<file path="config.mk">
export PLATFORM = sky130hd
export DESIGN_NAME = hazard_ctrl
export DESIGN_NICKNAME = d
export VERILOG_FILES = /design/src/rtl/hazard_ctrl.sv
export SDC_FILE = /design/constraint.sdc
export NUM_CORES = 1
export LEC_CHECK = 0
export BUFFER_PORTS_ARGS = -buffer_cell sky130_fd_sc_hd__buf_2
export CAP_MARGIN = 10
export CORE_MARGIN = 5
export CORE_UTILIZATION = 36
export CTS_BUF_LIST = sky130_fd_sc_hd__clkbuf_4 sky130_fd_sc_hd__clkbuf_8
export DETAILED_ROUTE_END_ITERATION = 6
export GPL_ROUTABILITY_DRIVEN = 0
export PLACE_DENSITY = 0.8
export SKIP_LAST_GASP = 1
export SLEW_MARGIN = 20
export SYNTH_ARGS = -nofsm -noshare
export SYNTH_HDL_FRONTEND = slang
export SYNTH_SLANG_ARGS = --single-unit
export TNS_END_PERCENT = 100
</file>
<file path="constraint.sdc">
create_clock -name clk -period 1.5 [get_ports clk]
set_input_delay 0 -clock clk [delete_from_list [all_inputs] [get_ports clk]]
set_output_delay 0 -clock clk [all_outputs]
set_load 0.03 [all_outputs]
</file>
<file path="src/rtl/hazard_ctrl.sv">
// hazard_ctrl: pipeline hazard controller for the 5-stage RISC-V core.
//
// Detects load-use hazards between the load in EX and the instruction in ID.
// Inserts LOAD_STALLS bubbles per hazard. Flushes IF/ID and ID/EX on a
// redirect resolved in EX/MEM. Freezes the whole pipeline while data memory
// is busy.
//
// Priority within a cycle: dmem_busy > redirect > load-use stall > normal.
//
// All control outputs are combinational from state, cnt and the inputs, so
// they act in the same cycle. While arst is high every enable, select and
// flush is forced low.
//
// Optional feature (macro HAZARD_PERF_EN):
//   defined   - stall_cycles / flush_count are CNT_W-bit saturating counters.
//               They are cleared only by arst and hold while dmem_busy is high.
//   undefined - both outputs are tied to zero and no counter flops exist.

module hazard_ctrl #(
    parameter int unsigned LOAD_STALLS = 1,   // bubbles per load-use hazard, 1..15
    parameter int unsigned CNT_W       = 16   // performance counter width
) (
    input  logic             clk,
    input  logic             arst,
    input  logic             id_ex_mem_read,
    input  logic [4:0]       id_ex_rd,
    input  logic [4:0]       if_id_rs1,
    input  logic [4:0]       if_id_rs2,
    input  logic             redirect,
    input  logic             dmem_busy,
    output logic             pc_write,
    output logic             if_id_write,
    output logic             pipe_en,
    output logic             ctrl_select,
    output logic             if_id_flush,
    output logic             id_ex_flush,
    output logic [CNT_W-1:0] stall_cycles,
    output logic [CNT_W-1:0] flush_count
);

    // Value loaded into cnt when a hazard opens a multi-cycle stall. The
    // hazard cycle itself is the first bubble, so LOAD_STALLS-1 remain.
    localparam logic [3:0] STALL_RELOAD = 4'(LOAD_STALLS - 1);
    localparam bit         MULTI_STALL  = (LOAD_STALLS > 1);

    typedef enum logic {
        RUN,
        LU_STALL
    } state_t;

    state_t     state;
    logic [3:0] cnt;          // remaining LU_STALL cycles, including the current one

    logic       hazard;       // load in EX writes a register that ID reads
    logic       flush_cycle;  // this cycle performs a redirect flush
    logic       stall_cycle;  // this cycle inserts a load-use bubble

    // A load to x0 never stalls, because x0 is never really written.
    assign hazard = id_ex_mem_read
                  && (id_ex_rd != 5'd0)
                  && ((id_ex_rd == if_id_rs1) || (id_ex_rd == if_id_rs2));

    // Decide what kind of cycle this is, honouring busy > redirect > stall.
    always_comb begin
        // NOTE: every always_comb output gets a default first, so no path can leave it unassigned and infer a latch.
        flush_cycle = 1'b0;
        stall_cycle = 1'b0;
        if (!dmem_busy) begin
            if (redirect) begin
                flush_cycle = 1'b1;
            end else if ((state == LU_STALL) || hazard) begin
                stall_cycle = 1'b1;
            end
        end
    end

    // Stall sequencer: a redirect aborts a stall; a busy memory holds everything.
    always_ff @(posedge clk or posedge arst) begin
        if (arst) begin
            state <= RUN;
            cnt   <= '0;
        end else if (flush_cycle) begin
            // NOTE: state registers use non-blocking assignments so every flop samples pre-edge values.
            state <= RUN;
            cnt   <= '0;
        end else if (stall_cycle) begin
            if (state == LU_STALL) begin
                if (cnt <= 4'd1) begin
                    state <= RUN;
                    cnt   <= '0;
                end else begin
                    cnt <= cnt - 4'd1;
                end
            end else if (MULTI_STALL) begin
                state <= LU_STALL;
                cnt   <= STALL_RELOAD;
            end
        end
    end

    // Pipeline enables, bubble select and flushes for the current cycle.
    always_comb begin
        pc_write    = 1'b0;
        if_id_write = 1'b0;
        pipe_en     = 1'b0;
        ctrl_select = 1'b0;
        if_id_flush = 1'b0;
        id_ex_flush = 1'b0;
        if (!arst) begin
            if (dmem_busy) begin
                // Freeze: every register holds. Controls pass through unchanged.
                ctrl_select = 1'b1;
            end else if (flush_cycle) begin
                // Load the redirect target and squash both younger instructions.
                pc_write    = 1'b1;
                if_id_write = 1'b1;
                pipe_en     = 1'b1;
                if_id_flush = 1'b1;
                id_ex_flush = 1'b1;
            end else if (stall_cycle) begin
                // Hold PC and IF/ID. Push a zero-control bubble into EX.
                pipe_en = 1'b1;
            end else begin
                pc_write    = 1'b1;
                if_id_write = 1'b1;
                pipe_en     = 1'b1;
                ctrl_select = 1'b1;
            end
        end
    end

`ifdef HAZARD_PERF_EN
    // Saturating event counters. They advance only on cycles that really occur.
    always_ff @(posedge clk or posedge arst) begin
        if (arst) begin
            stall_cycles <= '0;
            flush_count  <= '0;
        end else begin
            if (stall_cycle && (stall_cycles != '1)) begin
                stall_cycles <= stall_cycles + CNT_W'(1);
            end
            if (flush_cycle && (flush_count != '1)) begin
                flush_count <= flush_count + CNT_W'(1);
            end
        end
    end
`else
    assign stall_cycles = '0;
    assign flush_count  = '0;
`endif

endmodule
</file>
==> run_results.csv, run 1 <==
group,metric,value,unit
job,cap_violations,0,
logic_synthesis,syn_area_per_cell,7.85,µm²
pwr,seq_power_share,25.3,%
global_routing,grt_max_degree,8,
place,hpwl,1260,µm
logic_synthesis,synth_top_cell_by_area,"buf_4",
global_routing,antenna_found_initial,0,
finish,multiInputGateArea,459,µm²
pwr,power,0.000535,W
logic_synthesis,synth_sequential_area_ratio,17.7,%
finish,syn_to_final_growth,13.5,%
pwr,p_switching,0.000227,W
floorplan,start_util,36.8,%
global_routing,met1_usage,10.6,%
pwr,power_density,667,nW/µm²
finish,layout_commonest_cell,"conb_1",
logic_synthesis,synthTopCellsByArea,"buf_4 (36%), dfrtp_1 (18%), xnor2_1 (12%)",
place,numPortBuffers,25,
logic_synthesis,synth.distinct_cells,23,
outcome,status,"completed",
route,drtIter0Drc,7,
floorplan,die-area,2950,µm²
finish,drive_above_1_share,30.8,%
pwr,vdd_drop_max,0.353,mV
finish,antenna_cells,0,
hold_path,min_to,"state$_DFFE_PP0P_",
route,wl,1480,µm
pwr,comb_power_share,42.2,%
logic_synthesis,synth_area,707,µm²
logic_synthesis,yosys_register_bits,5,
route,wire_per_inst,10.3,µm
clocking,path_clk_slew,40,ps
sta,max_freq,699,MHz
critical_path,startpoint,"cnt[0]$_DFFE_PP0P_",
clocking,cts_made_buffers,3,
hold_path,hp-class,"primary input to flop",
clocking,root_buffer,"clkbuf_4",
global_routing,grt_util_met3,5.72,%
sta,clock_skew,0.503,ps
sta,setup_viol,0,
route,dr.pass1.iters,4,
critical_path,regToRegSetupSlack,70,ps
hold_path,min-delay-start,"dmem_busy",
global_routing,grt_overflow_total,0,
critical_path,critPathCaptureType,"flop",
global_routing,grt_pass1_wl,2190,µm
sta,fin_crit_sh,95.4,%
floorplan,core_area,1920,µm²
global_routing,grt_usage,10.7,%
floorplan,core.rowCount,16,
pwr,p_sw_share,42.5,%
floorplan,die_h,54.3,µm
sta,period_minus_slack,1430,ps
sta,drv_slew,0,
clocking,clock_latency,240,ps
clocking,numClockSinks,5,
critical_path,r2r-end,"cnt[2]$_DFFE_PP0P_",
route,drc_errors,0,
hold_path,hold_depth,2,
clocking,cts_tree,"yes",
pwr,clkPwrFrac,32.5,%
global_routing,grt_pass1_vias,532,
clocking,htree_num_levels,1,
route,post_drt_via_cell_ratio,3.99,
pwr,power.leakage,0.411,nW
clocking,cts_max_path_buffers,2,
critical_path,path_max_fanout,5,
floorplan,ioPinCount,58,
finish,fin_area,802,µm²
critical_path,crit_required,1630,ps
finish,post-route-util,41.7,%
global_routing,use_met2,18.3,%
clocking,cts_setup_buffers,0,
logic_synthesis,postSynthCellCount,90,
finish,final_nets,140,
pwr,internal_power,0.000308,W
critical_path,r2r_cells,6,
finish,final-seq-area,125,µm²
logic_synthesis,yosysWarnings,0,
route,drtAntennaViolNets,0,
critical_path,timing.rr.start,"cnt[0]$_DFFE_PP0P_",
critical_path,cp-start-kind,"flop",
global_routing,top_usage_layer,"met2",
floorplan,die_w,54.3,µm
finish,fillers,212,
logic_synthesis,netlist.area_leader.share,36.1,%
place,placed_area,731,µm²
route,vias,575,
critical_path,critPathArrivalTime,1560,ps
critical_path,path_class,"flop to flop",
sta,hold_viol,0,
finish,layout.cells.most_common_list,"conb_1 (32), buf_2 (25), xnor2_1 (10)",
cell usage after synthesis:
cell type   n
nor3_1      3
buf_4      34
dfrtp_1     5
o22ai_1     1
ha_1        2
a211oi_2    1
o21ai_2     1
inv_1       5
o31ai_1     1
o32ai_1     1
o21bai_1    1
o2bb2ai_1   2
nor2_1      5
o21a_1      1
o21ai_0     4
conb_1      1
a21oi_1     2
or2_2       1
xnor2_1    10
nand2b_1    2
or4_1       1
nand2_1     4
nand3_1     2
how the worst max path moves through the flow:
stage | to | slack, ps | cells past startpoint
after floorplan | cnt[3]$_DFFE_PP0P_ | 130 | 6
after global placement | cnt[0]$_DFFE_PP0P_ | 90 | 6
after detailed placement | cnt[2]$_DFFE_PP0P_ | -40 | 6
after CTS | cnt[0]$_DFFE_PP0P_ | 2 | 6
after global routing | cnt[2]$_DFFE_PP0P_ | -10 | 6
final | cnt[2]$_DFFE_PP0P_ | 70 | 6
layer usage:
| metal | routed length (µm) | share of wire, % |
|---|---|---|
| met1 | 464 | 31 |
| met2 | 819 | 55 |
| met3 | 169 | 11 |
| met4 | 28 | 1.9 |
| met5 | 0 | 0 |
cells by family (layout without fill, tap and decap cells):
family / after synthesis / count (layout) / share of synthesized area [%]
flip-flops: 5 / 5 / 17.7
AND/OR/NAND/NOR: 18 / 18 / 12.0
XOR/XNOR: 10 / 10 / 12.4
AO/OA/AOI/OAI: 15 / 15 / 15.0
adder cells (fa/ha/maj): 2 / 2 / 3.54
other: 1 / 32 / 0.530
buffers and inverters: 39 / 35 / 38.8
what timing repair did:
action | in CTS | in global routing
pin swaps | 0 | 1
hold buffers | 1 | 0
endpoints found under the setup margin | 3 | 3
cloned | 0 | 0
gates resized for setup | 2 | 5
endpoints found under the hold margin | 5 | 0
state kept, by name (all words and copies together), names as in the netlist:
signal,flops
cnt,4
state,1
worst max-delay path: stages (launching register included):
cell	delay, ps
dfrtp_1	410
inv_1	80
ha_2	220
nor2_4	60
o32ai_4	260
o21ai_0	150
o2bb2ai_1	150
power groups by stage:
stage / Combinational [W] / Sequential [W] / Clock (W)
final: 0.000226 / 0.000135 / 0.000174
after global routing: 0.000242 / 0.000135 / 0.000200
after CTS: 0.000223 / 0.000135 / 0.000182
after detailed placement: 0.000220 / 0.000137 / 0
after global placement: 0.000216 / 0.000137 / 0
after floorplan: 0.000237 / 0.000137 / 0
stage by stage:
stage	hold WS [ps]	setup slack (ps)	std cells	setup TNS [ps]
after floorplan	-221	131	121	0
after global placement	-57.6	88.3	139	0
after detailed placement	-51.4	-43.7	139	-101
after CTS	64.8	1.55	144	0
after global routing	98.3	-9.53	144	-9.53
final	89.9	69.0	144	0
layout make-up:
| cell class | instances | area share (%) |
|---|---|---|
| multi-input combinational | 77 | 57.3 |
| timing repair buffer | 26 | 16.8 |
| sequential | 5 | 15.6 |
| tap | 27 | 4.21 |
| clock buffer | 4 | 3.74 |
| inverter | 5 | 2.34 |
No activity file was read; power rests on OpenSTA's default activity.
==> run 2: changes to the inputs <==
--- a/config.mk
+++ b/config.mk
@@ -5,7 +5,7 @@
 export SDC_FILE = /design/constraint.sdc
 export NUM_CORES = 1
 export LEC_CHECK = 0
-export BUFFER_PORTS_ARGS = -buffer_cell sky130_fd_sc_hd__buf_2
+export BUFFER_PORTS_ARGS = -buffer_cell sky130_fd_sc_hd__buf_4
 export CAP_MARGIN = 10
 export CORE_MARGIN = 5
 export CORE_UTILIZATION = 36
==> run 2 against run 1 <==
Routed wire length grew 14%. Die area unchanged. Clock skew hardly changed. Clock power about the same. Setup slack got worse by 11 ps. Global-route usage rose by 0.11 points. Combinational power is 9.7% higher. Sequential share of layout area fell by 1.3 points. Final cell count up 0.69%. Worst hold slack got worse by 37 ps. Critical path depth did not move. Utilization grew 3.7 points. Critical path type unchanged. Largest cell class unchanged.
==> run_results.csv, run 2 (same netlist as run 1, synthesis figures left out) <==
group,metric,value,unit
floorplan,die_h,54.3,µm
finish,top_regs,"cnt: 4 flops, state: 1 flops",
sta,fin_crit_sh,96.1,%
floorplan,die-area,2950,µm²
floorplan,die_w,54.3,µm
global_routing,grt_overflow_total,0,
sta,setup_ws,57.9,ps
clocking,cts_max_path_buffers,2,
critical_path,cp-start-kind,"flop",
clocking,cts_made_buffers,3,
finish,syn_to_final_growth,23.5,%
finish,fillers,211,
floorplan,start_util,36.8,%
global_routing,grt_usage,10.8,%
floorplan,ioPinCount,58,
sta,max_freq,693,MHz
critical_path,path_max_fanout,5,
finish,final_nets,141,
route,vias,590,
sta,clock_skew,0.962,ps
pwr,power_density,638,nW/µm²
finish,largest_register,"cnt",
finish,layout.cells.most_common_list,"conb_1 (32), buf_4 (26), xnor2_1 (10)",
sta,setup_viol,0,
clocking,path_clk_slew,40,ps
global_routing,grt_pass1_vias,551,
clocking,htree_num_levels,1,
finish,antenna_cells,0,
place,dp_slack,-69.5,ps
route,drtAntennaViolNets,0,
sta,hold_viol,0,
floorplan,core_area,1920,µm²
critical_path,path_cells,"inv_1, ha_2, nor2_2, o32ai_4, o21ai_1, o2bb2ai_2",
place,hpwl,1380,µm
critical_path,path_buf_inv,1,
route,drtIter0Drc,7,
job,cap_violations,0,
sta,worst_hold_slack,52.7,ps
outcome,status,"completed",
place,dp_cells,139,
critical_path,path_class,"flop to flop",
critical_path,crit_required,1630,ps
sta,period_minus_slack,1440,ps
finish,finalNonFillerCells,145,
global_routing,antenna_found_initial,0,
pwr,power,0.000558,W
route,drc_errors,0,
pwr,vdd_drop_max,0.378,mV
place,numPortBuffers,25,
global_routing,grt_pass1_wl,2230,µm
finish,drive_above_1_share,32.2,%
critical_path,slowest_delay,410,ps
critical_path,crit_slowest_cell,"dfrtp_1",
critical_path,critPathArrivalTime,1570,ps
floorplan,core.rowCount,16,
pwr,power.leakage,0.436,nW
critical_path,critPathCaptureType,"flop",
route,dr.pass1.iters,4,
sta,finalSetupTns,0,ps
route,wire_per_inst,11.7,µm
global_routing,grt_max_degree,8,
finish,largest_register_ffs,4,
clocking,clock_latency,240,ps
finish,layout_commonest_cell,"conb_1",
route,wl,1700,µm
hold_path,hp-class,"primary input to flop",
sta,drv_slew,0,
clocking,cts_tree,"yes",
critical_path,cp_top_family,"compound AO/OA/AOI/OAI gates",
clocking,root_buffer,"clkbuf_4",
clocking,numClockSinks,5,
route,post_drt_via_cell_ratio,4.07,
==> run 2: cell types whose count changed in the layout (fill, tap and decap cells not counted) <==
cell	previous run	this run
o21ai_0	3	2
nor2_4	1	0
o2bb2ai_2	0	1
nor2_2	0	1
buf_2	25	0
buf_4	0	26
o21ai_1	1	2
o2bb2ai_1	2	1
==> run 2: final timing paths <==
kind	start	to	slack [ps]	depth (start not counted)
setup / recovery	cnt[0]$_DFFE_PP0P_	cnt[3]$_DFFE_PP0P_	60	6
hold / removal	dmem_busy	state$_DFFE_PP0P_	50	2
min in group asynchronous	arst	state$_DFFE_PP0P_	260	3
max in group asynchronous	arst	cnt[3]$_DFFE_PP0P_	1070	3
hold reg to reg	state$_DFFE_PP0P_	state$_DFFE_PP0P_	510	1
setup reg to reg	cnt[0]$_DFFE_PP0P_	cnt[3]$_DFFE_PP0P_	60	6
==> run 2: final cells by class <==
type,instances,area (µm²),share of cell area [%]
clock buffer,4,30.0,3.44
inverter,5,18.8,2.15
multi-input combinational,77,460,52.7
sequential,5,125,14.3
tap,27,33.8,3.87
timing repair buffer,27,205,23.5
==> run 2: routing by layer <==
layer / track usage, % / routed length, µm / up-vias
met5: 0 / 0 / -
met4: 4.98 / 22 / 0
met3: 4.90 / 163 / 4
met2: 19.9 / 974 / 32
met1: 10.1 / 536 / 270
li1: - / - / 284
==> run 2: where the power goes <==
part | switching [W] | leakage (nW) | internal (W)
Combinational | 0.000176 | 0.347 | 0.0000726
Sequential | 0 | 0.0699 | 0.000135
Clock | 0.0000553 | 0.0184 | 0.000119
Total | 0.000231 | 0.436 | 0.000327
==> run 2: metrics by stage <==
| stage | instance area, µm² | utilization [%] |
|---|---|---|
| after floorplan | 827 | - |
| after global placement | 793 | 41.3 |
| after detailed placement | 793 | 41.3 |
| after CTS | 843 | 43.9 |
| after global routing | 873 | 45.4 |
| final | 873 | 45.4 |
==> run 2: what timing repair did <==
action,in CTS,in global routing
buffers inserted,0,1
pin swaps,0,1
cloned,0,0
hold buffers,1,0
gates resized for setup,2,6
endpoints found under the setup margin,3,3
endpoints found under the hold margin,5,0
